$ cat src/rtl/scene_sequencer.sv
// Frame-rate scene controller: counts vsync rises, walks four scenes through
// FADE_IN / SHOW / FADE_OUT and drives scene select, frame count and brightness.
module scene_sequencer #(
  parameter int SCENE_LEN0  = 300,
  parameter int SCENE_LEN1  = 300,
  parameter int SCENE_LEN2  = 300,
  parameter int SCENE_LEN3  = 300,
  parameter int FADE_FRAMES = 4
) (
  input  logic       clk,
  input  logic       rst_n,
  input  logic       vsync,
  input  logic       pause,
  input  logic       skip,
  output logic [1:0] scene_id,
  output logic [9:0] scene_frame,
  output logic [1:0] brightness,
  output logic [1:0] phase,
  output logic       frame_tick,
  output logic       scene_start
);

  typedef enum logic [1:0] {
    FADE_IN  = 2'd0,
    SHOW     = 2'd1,
    FADE_OUT = 2'd2
  } phase_t;

  // Last show_cnt value of a scene; a zero length behaves as one frame.
  function automatic logic [9:0] show_last(input int len);
    logic [9:0] l;
    l = 10'(len);
    return (l == 10'd0) ? 10'd0 : l - 10'd1;
  endfunction

  localparam logic [9:0] LAST0     = show_last(SCENE_LEN0);
  localparam logic [9:0] LAST1     = show_last(SCENE_LEN1);
  localparam logic [9:0] LAST2     = show_last(SCENE_LEN2);
  localparam logic [9:0] LAST3     = show_last(SCENE_LEN3);
  localparam logic [7:0] STEP_LAST = 8'(FADE_FRAMES - 1);

  phase_t     state;
  logic [7:0] step_cnt;
  logic [9:0] show_cnt;
  logic       skip_pending;
  logic       vsync_q;

  logic       tick;
  logic       skip_now;
  logic       step_done;
  logic       show_done;
  logic [9:0] cur_last;

  assign tick      = vsync & ~vsync_q;
  // A skip on the tick cycle itself must be seen by that tick.
  assign skip_now  = skip_pending | skip;
  assign step_done = (step_cnt == STEP_LAST);
  assign show_done = (show_cnt == cur_last);
  assign phase     = state;

  always_comb begin
    cur_last = LAST0;
    case (scene_id)
      2'd0: cur_last = LAST0;
      2'd1: cur_last = LAST1;
      2'd2: cur_last = LAST2;
      2'd3: cur_last = LAST3;
      default: cur_last = LAST0;
    endcase
  end

  always_ff @(posedge clk or negedge rst_n) begin
    if (!rst_n) begin
      state        <= FADE_IN;
      scene_id     <= 2'd0;
      scene_frame  <= 10'd0;
      brightness   <= 2'd0;
      frame_tick   <= 1'b0;
      scene_start  <= 1'b0;
      step_cnt     <= 8'd0;
      show_cnt     <= 10'd0;
      skip_pending <= 1'b0;
      vsync_q      <= 1'b0;
    end else begin
      vsync_q     <= vsync;
      frame_tick  <= tick;
      scene_start <= 1'b0;
      if (tick && !pause) begin
        // Every unpaused tick consumes any pending skip, whatever the phase.
        skip_pending <= 1'b0;
        scene_frame  <= scene_frame + 10'd1;
        case (state)
          FADE_IN: begin
            if (skip_now) begin
              state    <= FADE_OUT;
              step_cnt <= 8'd0;
            end else if (step_done) begin
              step_cnt   <= 8'd0;
              brightness <= brightness + 2'd1;
              if (brightness == 2'd2) begin
                state    <= SHOW;
                show_cnt <= 10'd0;
              end
            end else begin
              step_cnt <= step_cnt + 8'd1;
            end
          end
          SHOW: begin
            if (skip_now || show_done) begin
              state    <= FADE_OUT;
              show_cnt <= 10'd0;
              step_cnt <= 8'd0;
            end else begin
              show_cnt <= show_cnt + 10'd1;
            end
          end
          FADE_OUT: begin
            if (step_done) begin
              step_cnt <= 8'd0;
              if (brightness < 2'd2) begin
                scene_id    <= scene_id + 2'd1;
                brightness  <= 2'd0;
                scene_frame <= 10'd0;
                state       <= FADE_IN;
                scene_start <= 1'b1;
              end else begin
                brightness <= brightness - 2'd1;
              end
            end else begin
              step_cnt <= step_cnt + 8'd1;
            end
          end
          default: state <= FADE_IN;
        endcase
      end else if (skip) begin
        skip_pending <= 1'b1;
      end
    end
  end

endmodule

$ cat config.mk
export PLATFORM = sky130hd
export DESIGN_NAME = scene_sequencer
export DESIGN_NICKNAME = d
export VERILOG_FILES = /design/src/rtl/scene_sequencer.sv
export SDC_FILE = /design/constraint.sdc
export NUM_CORES = 1
export LEC_CHECK = 0
export CAP_MARGIN = 20
export CORE_AREA = 2 2 79 112
export DETAILED_ROUTE_END_ITERATION = 10
export DIE_AREA = 0 0 81 114
export PLACE_DENSITY_LB_ADDON = 0.08
export SLEW_MARGIN = 10
export SYNTH_ARGS = -nofsm -noshare
export SYNTH_HDL_FRONTEND = slang
export SYNTH_SLANG_ARGS = --single-unit
$ cat constraint.sdc
create_clock -name clk -period 5.45 [get_ports clk]
set_input_delay 0.8175 -clock clk [delete_from_list [all_inputs] [get_ports clk]]
set_output_delay 0.8175 -clock clk [all_outputs]
set_load 0.02 [all_outputs]
==> results.py, run 1 <==
metrics = {
    "outcome": {
        "status": "finished, final reports clean",
    },
    "cts": {
        "path_clk_slew_ns": 0.06,
        "post_cts_buffers": 0,
        "clock-sinks": 38,
        "clockRootBuffer": "clkbuf_16",
        "clockBufferDepth": 2,
        "cts_buffers": 5,
        "cts_hold_buffers": 0,
        "cts_tree": "yes",
        "clk_latency_ns": 0.28,
        "ctsResizeCount": 0,
        "htreeDepth": 2,
    },
    "synthesis": {
        "syn_area_per_cell_um2": 10.25,
        "synth_flop_cell": "dfrtp_1",
        "syn_nets": 219,
        "synthCells": 205,
        "synth-seq-cells": 38,
        "synth_commonest_cells": "dfrtp_1, nor2_1, nand2_1",
        "synthTopCellsByArea": "dfrtp_1, ha_1, a22o_1",
        "synthArstFlopShare_pct": 100.0,
        "synth_top_area_share_pct": 45.24,
        "synth_area_um2": 2102,
        "synth_area_leader_cell": "dfrtp_1",
        "yosysMostFrequentCell": "dfrtp_1",
        "synth_cell_types": 44,
        "yosys_warnings": 0,
        "synth_edf_count": 0,
        "yosysSeqAreaShare_pct": 45.24,
    },
    "sta": {
        "hold_viol": 0,
        "post-route-period-util_pct": 53.08,
        "drv_slew": 0,
        "worst_pin_slew_ns": 0.9096,
        "worst_hold_slack_ns": 0.4463,
        "fin_skew_ns": 0.002436,
        "rsz0062_at_grt": "no",
        "fmax_ghz": 0.3457,
        "finalSetupViolCount": 0,
        "fin_setup_tns_ns": 0,
        "finalCriticalPeriod_ns": 2.893,
        "slew_headroom_pct": 39.23,
    },
    "worst_setup_path": {
        "cp_max_fo": 8,
        "worstPathArrival_ns": 3.11,
        "critical_path_class": "primary input to flop",
        "r2r_cells": 6,
        "rr_endpoint": "step_cnt[0]",
        "end_kind": "flop",
        "reg2reg_from": "phase[0]",
        "crit_end": "step_cnt[0]",
        "reg2reg_setup_slack_ns": 2.77,
        "crit_path_start_kind": "primary input",
        "crit_start": "skip",
        "crit_required_ns": 5.67,
    },
    "cells_and_area": {
        "diodes": 0,
        "final_nets": 245,
        "fin_util_pct": 31.48,
        "final_layout_size_suffix_gt1_share_pct": 10.34,
        "areaGrowthSynthToFinish_pct": 24.40,
    },
    "detailed_routing": {
        "wl_per_cell_um": 15.34,
        "first_iter_violations": 66,
        "first_pass_iters": 4,
        "drc": 0,
        "routed_wl_mm": 5.171,
        "viasPerCell": 5.045,
        "vias": 1700,
        "antenna_left": 0,
    },
    "floorplan": {
        "num_rows": 40,
        "initial_core_util_pct": 25.30,
        "io_pins": 23,
        "die-area_um2": 9234,
        "core_um2": 8308,
        "die_h_um": 114,
        "die_w_um": 81,
    },
    "pwr": {
        "power.leakage_nw": 1.148,
        "max-vdd-ir-drop_uv": 164.8,
        "power.density_nw_per_um2": 358.1,
    },
    "placement": {
        "dpl.hpwl_mm": 3.675,
        "gp_congestion": 0.7221,
        "io_buffers": 22,
    },
    "job": {
        "maxCapViolCount": 0,
    },
    "grt": {
        "antenna_found_initial": 0,
        "globalRouteTotalUtil_pct": 12.25,
        "grt_pass1_wl_mm": 8.659,
        "overflow": 0,
        "grt_pass1_vias": 1681,
        "grt_start_max_net_pins": 39,
    },
    "hold_path": {
        "hold_class": "flop to flop",
    },
}
==> worst min path at each step <==
stage            endpoint  cells after the start  startpoint
6_report       frame_tick                      1     vsync_q
5_1_grt        frame_tick                      1     vsync_q
4_1_cts        frame_tick                      1     vsync_q
3_5_place_dp   frame_tick                      1     vsync_q
3_3_place_gp   frame_tick                      1     vsync_q
2_1_floorplan  frame_tick                      1     vsync_q
==> stage by stage <==
step                setup WS (ns)  std cells  instance area, um^2  total power [mW]
floorplan                   3.037        205                 2102            0.5046
global placement            2.300        329                 2445            0.6077
detailed placement          2.305        329                 2445            0.6082
CTS                         2.596        337                 2615            0.9534
global route                2.420        337                 2615            0.9969
finish                      2.557        337                 2615            0.9365
==> final cells by class <==
type / instances / area, um^2
multi-input cells: 157 / 1114
flip-flops and latches: 38 / 950.9
fillers: 886 / 5693
repair buffers: 24 / 230.2
inverters: 5 / 18.77
well taps: 105 / 131.4
clock buffers: 5 / 125.1
clock inverters: 3 / 45.04
==> routing by layer <==
| layer | vias to the layer above | global-route usage (%) | wire length [um] | part of all wire (%) |
|---|---|---|---|---|
| li1 | 822 | - | - | - |
| met3 | 5 | 2.136 | 120 | 2.3 |
| met1 | 848 | 14.12 | 2241 | 43 |
| met4 | 0 | 4.407 | 68 | 1.3 |
| met2 | 25 | 22.20 | 2740 | 53 |
| met5 | - | 0 | 0 | 0 |
==> registers in the layout (all words and copies together) (netlist names) <==
register	flops
phase	2
scene_start	1
frame_tick	1
skip_pending	1
step_cnt	8
brightness	2
scene_id	2
vsync_q	1
show_cnt	10
scene_frame	10
==> worst max-delay path, stage by stage <==
cell             delay, ns
clkdlybuf4s50_1       0.48
or3_1                 0.38
a22oi_2               0.35
nor3b_1               0.79
mux2_2                0.29
==> placed cells by master, fill, tap and decap left out, types with 7 or more instances in the layout <==
master            n
dfrtp_1          38
nand3_1           9
o21ai_0           9
ha_1              9
a221o_1           7
nand2_1          13
a22o_1           11
nor2_1           21
clkdlybuf4s50_1  21
and3_1            9
==> power by group <==
part	total, mW	switching, mW	internal (mW)
clock	0.338	0.122	0.216
combinational	0.241	0.130	0.111
sequential	0.358	0.0420	0.316
total	0.936	0.294	0.643
==> kinds of logic after synthesis <==
family | Yosys count | synth area share (%)
fa+ha+maj | 9 | 5.357
xor+xnor | 7 | 2.917
mux | 6 | 3.155
compound gates | 43 | 17.08
simple gates | 92 | 24.46
buf+inv | 10 | 1.786
flops | 38 | 45.24
(Power assumes the default switching activity.)
==> run 2, diff against run 1 <==
==> constraint.sdc (replaced) <==
create_clock -name clk -period 2.4 [get_ports clk]
set_input_delay 0.36 -clock clk [delete_from_list [all_inputs] [get_ports clk]]
set_output_delay 0.36 -clock clk [all_outputs]
set_load 0.02 [all_outputs]
==> run 2 against run 1 <==
  * Clock skew barely moved
  * Core utilization rose by 1.9 points
  * Register-to-register slack got worse by 2.7 ns
  * Non-clock buffer count rose by 23
  * First-iteration DRC count fell by 7.6%
  * Critical endpoint is now phase[0]
  * Power rose by 120%
  * Die area did not move
  * Sequential power rose by 120%
  * Via count rose by 3.2%
  * Critical path type is now flop to flop
  * Critical path depth did not move
  * Routed wire length rose by 4.0%
  * Clock power rose by 89%
==> results.py, run 2 (synthesis gave the netlist of run 1 again) <==
metrics = {
    "outcome": {
        "status": "finished, final reports clean",
    },
    "pwr": {
        "max-vdd-ir-drop_uv": 301.1,
        "power.density_nw_per_um2": 746.4,
        "power.leakage_nw": 1.253,
    },
    "placement": {
        "io_buffers": 22,
        "dp_cells": 351,
        "dp_slack_ns": -0.1456,
        "dpl.hpwl_mm": 3.974,
        "dpl-instance-area_um2": 2610,
        "gp_congestion": 0.7130,
    },
    "grt": {
        "overflow": 0,
        "grt_pass1_vias": 1753,
        "globalRouteTotalUtil_pct": 12.68,
        "grt.busiest_layer": "met2",
        "met3_usage_pct": 2.769,
        "grt_pass1_wl_mm": 8.873,
        "met1_usage_pct": 14.04,
        "antenna_found_initial": 0,
        "grtUsageMet2_pct": 23.09,
        "grt_start_max_net_pins": 19,
    },
    "detailed_routing": {
        "vias": 1754,
        "first_pass_iters": 4,
        "antenna_left": 0,
        "routed_wl_mm": 5.377,
        "viasPerCell": 4.886,
        "wl_per_cell_um": 14.98,
        "drc": 0,
        "first_iter_violations": 61,
    },
    "sta": {
        "hold_viol": 0,
        "slew_headroom_pct": 65.38,
        "fin_skew_ns": 0.002822,
        "rsz0062_at_grt": "no",
        "finalSetupViolCount": 0,
        "drv_slew": 0,
        "worst_pin_slew_ns": 0.5171,
        "finalCriticalPeriod_ns": 2.284,
        "post-route-period-util_pct": 95.17,
        "fmax_ghz": 0.4378,
        "worst_hold_slack_ns": 0.4556,
        "setup_slack_ns": 0.1160,
    },
    "cts": {
        "htreeDepth": 2,
        "cts_buffers": 5,
        "clock-sinks": 38,
        "post_cts_buffers": 0,
        "path_clk_slew_ns": 0.06,
        "cts_tree": "yes",
        "clk_latency_ns": 0.28,
        "clockRootBuffer": "clkbuf_16",
        "clockBufferDepth": 2,
    },
    "worst_setup_path": {
        "cp_max_fo": 5,
        "cpPeakStageDelay_ns": 0.51,
        "critical_path_class": "flop to flop",
        "worstPathArrival_ns": 2.44,
        "crit_required_ns": 2.56,
        "crit_slowest_cell": "or4b_4",
        "crit_buf_inv": 0,
        "cp_num_cells": 5,
        "r2r_cells": 5,
        "cpLargestDelayFamily": "compound AO/OA/AOI/OAI gates",
        "crit_chain": "ha_2 -> or4b_4 -> o31a_1 -> a2111o_1 -> mux2_1",
        "crit_path_start_kind": "flop",
        "end_kind": "flop",
    },
    "job": {
        "maxCapViolCount": 0,
    },
    "floorplan": {
        "io_pins": 23,
        "die_w_um": 81,
        "num_rows": 40,
        "die-area_um2": 9234,
        "initial_core_util_pct": 25.30,
        "die_h_um": 114,
        "core_um2": 8308,
    },
    "cells_and_area": {
        "fillerInstances": 894,
        "final_area_um2": 2769,
        "multi_input_area_um2": 1127,
        "register_area_um2": 950.9,
        "instances_no_fill": 359,
        "layout_commonest_cell": "dfrtp_1",
        "reg.largest.list": "scene_frame x10, show_cnt x10, step_cnt x8",
        "layout_common_cells": "dfrtp_1, buf_4, nor2_1, clkdlybuf4s50_1, nand2_1",
        "final_layout_size_suffix_gt1_share_pct": 18.90,
        "fin_util_pct": 33.33,
        "diodes": 0,
        "areaGrowthSynthToFinish_pct": 31.73,
        "final_nets": 268,
    },
    "hold_path": {
        "hold_depth": 1,
        "hold_class": "flop to flop",
    },
}
[run 2: per-layer routing]
layer / routed length [um] / vias to the layer above
li1: - / 867
met1: 2282 / 856
met2: 2877 / 27
met3: 156 / 4
met4: 61 / 0
met5: 0 / -
[run 2: path summary, 6_finish.rpt]
path / startpoint / endpoint / slack (ns)
min reg2reg: vsync_q / frame_tick / 0.46
min: vsync_q / frame_tick / 0.46
max reg2reg: step_cnt[0] / phase[0] / 0.12
min in group asynchronous: rst_n / scene_frame[6] / 0.50
max in group asynchronous: rst_n / step_cnt[1] / 1.33
max: step_cnt[0] / phase[0] / 0.12
[run 2: through the flow]
step / TNS (ns) / power, mW
2_1_floorplan: 0 / 1.146
3_5_place_dp: -1.087 / 1.450
6_report: 0 / 2.067
4_1_cts: 0 / 2.106
5_1_grt: 0 / 2.215
3_3_place_gp: -1.673 / 1.448
[run 2: power by group]
part	internal (mW)	switching (mW)
clock network	0.375	0.262
logic	0.310	0.323
registers	0.718	0.0788
total	1.40	0.664
[run 2: cell type report]
| cell class | instances | share of cell area (%) |
|---|---|---|
| tap | 105 | 4.745 |
| clock buffer | 5 | 4.519 |
| multi-input combinational | 157 | 40.71 |
| inverter | 5 | 0.6778 |
| clock inverter | 2 | 0.3615 |
| sequential | 38 | 34.34 |
| timing repair buffer | 47 | 14.64 |
[run 2: what timing repair did]
item	in CTS	in global routing
endpoints found under the hold margin	11	0
setup endpoints to repair	0	14
hold buffers	1	0
gates resized for setup	0	3
[run 2: worst reg2reg max path: stages, from the launching register on]
cell,delay [ns]
dfrtp_1,0.39
ha_2,0.22
or4b_4,0.51
o31a_1,0.30
a2111o_1,0.40
mux2_1,0.33
==> RTL change 1 (settings of run 1) <==
Put one more register stage on the output `phase`. The value now appears one clock later. The other outputs are not delayed to match.
--- a/src/rtl/scene_sequencer.sv
+++ b/src/rtl/scene_sequencer.sv
@@ -57,5 +57,7 @@
   assign step_done = (step_cnt == STEP_LAST);
   assign show_done = (show_cnt == cur_last);
-  assign phase     = state;
+  always_ff @(posedge clk) begin
+    phase <= state;
+  end
 
   always_comb begin
Formal check against the unedited RTL: not equivalent (a bounded check fails within 4 cycles, from zero or initial values and one cycle with rst_n low).
==> RTL change 1 against run 1 <==
Sequential cell count rose by 2; area after synthesis rose by 8.2%; critical path depth did not move; power rose by 5.8%; first-iteration DRC count fell by 17%; setup slack got worse by 42 ps; routed wire length rose by 8.5%; final area rose by 5.7%; largest cell class unchanged.
==> RTL change 1: results (changes against run 1) <==
[clock_tree]
clockBufferDepth = 2  ; unchanged
clk_pin_slew_ps = 60  ; about the same

[detailed_routing]
avgRoutedWirePerCell_um = 15.5  ; was 15.3 µm
drt_iter0_markers = 55  ; was 66
num_vias = 1860  ; was 1700
wl_um = 5610  ; was 5170 µm

[power_and_ir_drop]
peakVddDrop_mv = 0.171  ; was 0.165 mV
p_leak_nw = 1.11  ; was 1.15 nW

[critical_path]
cpPeakStageDelay_ps = 620  ; was 790 ps
cp_top_family = compound AO/OA/AOI/OAI gates  ; was simple AND/OR/NAND/NOR gates
r2r_setup_slack_ps = 2840  ; was 2770 ps
worstPathMaxFanout = 15  ; was 8
crit_path_top_delay_cell = a41oi_2  ; was nor3b_1

[global_route]
grtUsageMet1_pct = 16.0  ; was 14.1%
grt_use_met2_pct = 23.2  ; was 22.2%
grt_usage_pct = 13.6  ; was 12.3%
grt_max_degree = 39  ; unchanged
grt.met3_usage_pct = 2.69  ; was 2.14%
grt_pass1_wl_um = 9440  ; was 8660 µm

[synth]
avgSynthCellArea_um2 = 9.80  ; was 10.3 µm²
yosysSeqAreaShare_pct = 43.6  ; was 45.2%
synth_common_cells = 38 x dfrtp_1, 17 x o21ai_0, 16 x nand2_1  ; was 38 x dfrtp_1, 21 x nor2_1, 13 x nand2_1
syn_nets = 246  ; was 219
synth.distinct_cells = 56  ; was 44
synthArstFlopShare_pct = 95.0  ; was 100%
synthTopCellsByArea = dfrtp_1 42%, ha_1 5.0%, o21ai_0 3.7%  ; was dfrtp_1 45%, ha_1 5.4%, a22o_1 4.6%

[cells_and_area]
nFillCells = 898  ; was 886
top_regs = scene_frame: 10 flops, show_cnt: 10 flops, step_cnt: 8 flops  ; unchanged
layout.nets = 269  ; was 245
area.growth.synth_to_final_pct = 21.6  ; was 24.4%
final_layout_size_suffix_gt1_share_pct = 10.2  ; was 10.3%

[place]
place_congestion = 0.778  ; was 0.722
hpwl_um = 4040  ; was 3680 µm
dpl_cell_area_mm2 = 0.00260  ; was 0.00244 mm²
dpl.cell_count = 353  ; was 329
place_ws_ps = 2170  ; was 2300 ps

[timing]
hold_slack_ps = 446  ; about the same
fin_crit_sh_pct = 53.8  ; was 53.1%
fin_worst_skew_ps = 4.70  ; was 2.44 ps
slew_headroom_pct = 40.7  ; was 39.2%

[outcome]
status = completed  ; unchanged

RTL change 1: changes by cell type after synthesis, sizes merged, moves of 5 or more:
cell and delta:
a221o -7, nor2 -10, o21ai +8, nand3 +8, a22o -10, inv +10, o22ai +6, a211o -5
o31ai +5
RTL change 1: cells by family after synthesis:
family | after synthesis | synth area share [%]
adder cells (fa/ha/maj) | 9 | 4.95
AO/OA/AOI/OAI | 60 | 18.9
multiplexers | 7 | 3.63
buffers and inverters | 22 | 3.63
flip-flops | 40 | 43.6
XOR/XNOR | 5 | 1.93
AND/OR/NAND/NOR | 89 | 23.4
RTL change 1: worst register-to-register path, stage by stage (launching register included):
cell     delay [ps]
dfrtp_1         410
inv_1           120
ha_1            190
or3b_1          460
a41oi_2         620
nand3_2         350
o41ai_1         360
RTL change 1: final cells by class:
class                           instances  share of cell area (%)
Multi-Input combinational cell        170                    43.4
Sequential cell                        40                    35.8
Timing Repair Buffer                   23                    8.05
Tap cell                              105                    4.75
Clock buffer                            6                    4.66
Inverter                               15                    2.04
Clock inverter                          2                    1.27
RTL change 1: power by group:
group | switching, mW | total [mW] | internal, mW
sequential | 0.0561 | 0.398 | 0.342
clock | 0.121 | 0.337 | 0.216
combinational | 0.140 | 0.256 | 0.116
RTL change 1: metal layers:
metal  part of all wire (%)  vias up
li1                       -      913
met1                     42      914
met2                     53       25
met3                    2.5        8
met4                    2.5        0
met5                      0        -
RTL change 1: final timing paths:
| path | startpoint | end | cells after the start |
|---|---|---|---|
| worst max-delay path | skip | show_cnt[8] | 5 |
| worst min-delay path | state[1] | phase[1] | 0 |
| worst max register to register | state[1] | show_cnt[8] | 6 |
| worst min register to register | state[1] | phase[1] | 0 |
| max in group asynchronous | rst_n | show_cnt[9] | 1 |
| min in group asynchronous | rst_n | frame_tick | 1 |
==> RTL change 2 (flow settings as in run 1) <==
Made on the original files. Change the parameter `SCENE_LEN0` from 300 to 225.
--- a/src/rtl/scene_sequencer.sv
+++ b/src/rtl/scene_sequencer.sv
@@ -2,5 +2,5 @@
 // FADE_IN / SHOW / FADE_OUT and drives scene select, frame count and brightness.
 module scene_sequencer #(
-  parameter int SCENE_LEN0  = 300,
+  parameter int SCENE_LEN0  = 225,
   parameter int SCENE_LEN1  = 300,
   parameter int SCENE_LEN2  = 300,
Function: same outputs for any inputs over 10 cycles, from zero or initial values and one cycle with rst_n low; that may be too few to reach the edited logic, so the function may still have changed.
==> RTL change 2 against run 1 <==
Final area is 2.8% higher; largest power group unchanged; clock power decreased by 12%; area after synthesis rose by 4.6%; critical path type unchanged; setup slack gained 110 ps; sequential cell count stayed put; critical endpoint is now show_cnt[0]; largest cell class unchanged; register-to-register slack better by 110 ps; critical path depth up 1; power shrank 4.3%; routed wire length rose by 8.5%.
==> RTL change 2: results (changes against run 1) <==
[synth]
syn_nets = 244  ; was 219
synthArstFlopShare_pct = 100  ; unchanged
synth_cells = 229  ; was 205
synthTopCellsByArea = dfrtp_1 43%, ha_1 5.7%, o21ai_0 3.6%  ; was dfrtp_1 45%, ha_1 5.4%, a22o_1 4.6%
synth.distinct_cells = 50  ; was 44
synth_common_cells = 38 x dfrtp_1, 21 x nand2_1, 19 x nor2_1  ; was 38 x dfrtp_1, 21 x nor2_1, 13 x nand2_1
yosysSeqAreaShare_pct = 43.3  ; was 45.2%

[power_and_ir_drop]
p_leak_nw = 1.09  ; was 1.15 nW
swShare_pct = 33.4  ; was 31.4%
peakVddDrop_mv = 0.143  ; was 0.165 mV
total_power_uw = 896  ; was 936 µW

[global_route]
grt_pass1_wl_um = 9320  ; was 8660 µm
grt_usage_pct = 13.3  ; was 12.3%
antenna_found_initial = 0  ; unchanged
first_global_vias = 1871  ; was 1681
grt_max_degree = 39  ; unchanged

[clock_tree]
cts_setup_buffers = 0  ; unchanged
clk_pin_slew_ps = 60  ; about the same
cts-root-buf = clkbuf_16  ; unchanged

[cells_and_area]
final_layout_size_suffix_gt1_share_pct = 9.77  ; was 10.3%
finalNonFillerCells = 361  ; was 337
layout.nets = 270  ; was 245
nFillCells = 889  ; was 886

[critical_path]
critPathLaunch = skip  ; unchanged
cpPeakStageDelay_ps = 500  ; was 790 ps
r2r_setup_slack_ps = 2880  ; was 2770 ps
timing.rr.end = show_cnt[0]  ; was step_cnt[0]
worstPathMaxFanout = 10  ; was 8
crit_path_top_delay_cell = clkdlybuf4s50_1  ; was nor3b_1
r2r_start = step_cnt[0]  ; was phase[0]

[place]
dpl_cell_area_mm2 = 0.00254  ; was 0.00244 mm²
place_ws_ps = 2390  ; was 2300 ps
dpl.cell_count = 353  ; was 329
place_congestion = 0.776  ; was 0.722
hpwl_um = 4120  ; was 3680 µm

[hold_path]
holdCritStartpoint = vsync_q  ; unchanged
hold_path_depth = 1  ; unchanged

[timing]
fmax_ghz = 0.359  ; was 0.346 GHz
fin_worst_skew_ps = 5.64  ; was 2.44 ps
slew_headroom_pct = 40.6  ; was 39.2%
hold_slack_ps = 438  ; was 446 ps

[detailed_routing]
avgRoutedWirePerCell_um = 15.5  ; was 15.3 µm
drt_iter0_markers = 90  ; was 66
num_vias = 1792  ; was 1700

[outcome]
status = completed  ; unchanged

RTL change 2: changes by cell type after synthesis, moves of 6 or more:
cell,change
o22ai_1,+6
nor3_1,+7
o21ai_0,+7
inv_1,+7
o31ai_1,+6
a22o_1,-6
nand2_1,+8
a211o_1,-6
RTL change 2: logic make-up (layout without fill, tap and decap cells):
kind of cell / Yosys count / count (layout) / share of synthesized area, %
compound gates: 55 / 55 / 18.6
mux: 5 / 5 / 2.45
simple gates: 99 / 99 / 24.8
flops: 38 / 38 / 43.3
buf+inv: 16 / 43 / 2.79
fa+ha+maj: 10 / 10 / 5.69
xor+xnor: 6 / 6 / 2.39
RTL change 2: cell type report:
class / instances / area (µm²) / share of cell area, %
timing repair buffer: 23 / 223 / 8.29
inverter: 12 / 45.0 / 1.68
sequential: 38 / 951 / 35.4
tap: 105 / 131 / 4.89
multi-input combinational: 175 / 1190 / 44.1
clock inverter: 2 / 12.5 / 0.466
clock buffer: 6 / 139 / 5.17
RTL change 2: worst max-delay path: cells and delay by family:
family,cells,cell delay [ps]
AOI/OAI and AO/OA,1,290
muxes,1,240
and+or+nand+nor,3,1160
buffers and inverters,1,500
RTL change 2: layer usage:
metal  routed length (µm)  vias to the layer above  share of wire [%]  GRT usage [%]
li1                     -                      901                  -              -
met1                 2400                      860                 43           15.5
met2                 2990                       26                 53           23.4
met3                  112                        5                2.0           2.61
met4                  101                        0                1.8           5.54
met5                    0                        -                  0              0
RTL change 2: power by group through the flow:
stage / Sequential [mW] / Clock, mW / Combinational, mW
3_3_place_gp: 0.370 / 0 / 0.242
2_1_floorplan: 0.377 / 0 / 0.135
4_1_cts: 0.364 / 0.308 / 0.241
6_report: 0.363 / 0.297 / 0.236
5_1_grt: 0.371 / 0.319 / 0.269
3_5_place_dp: 0.369 / 0 / 0.239
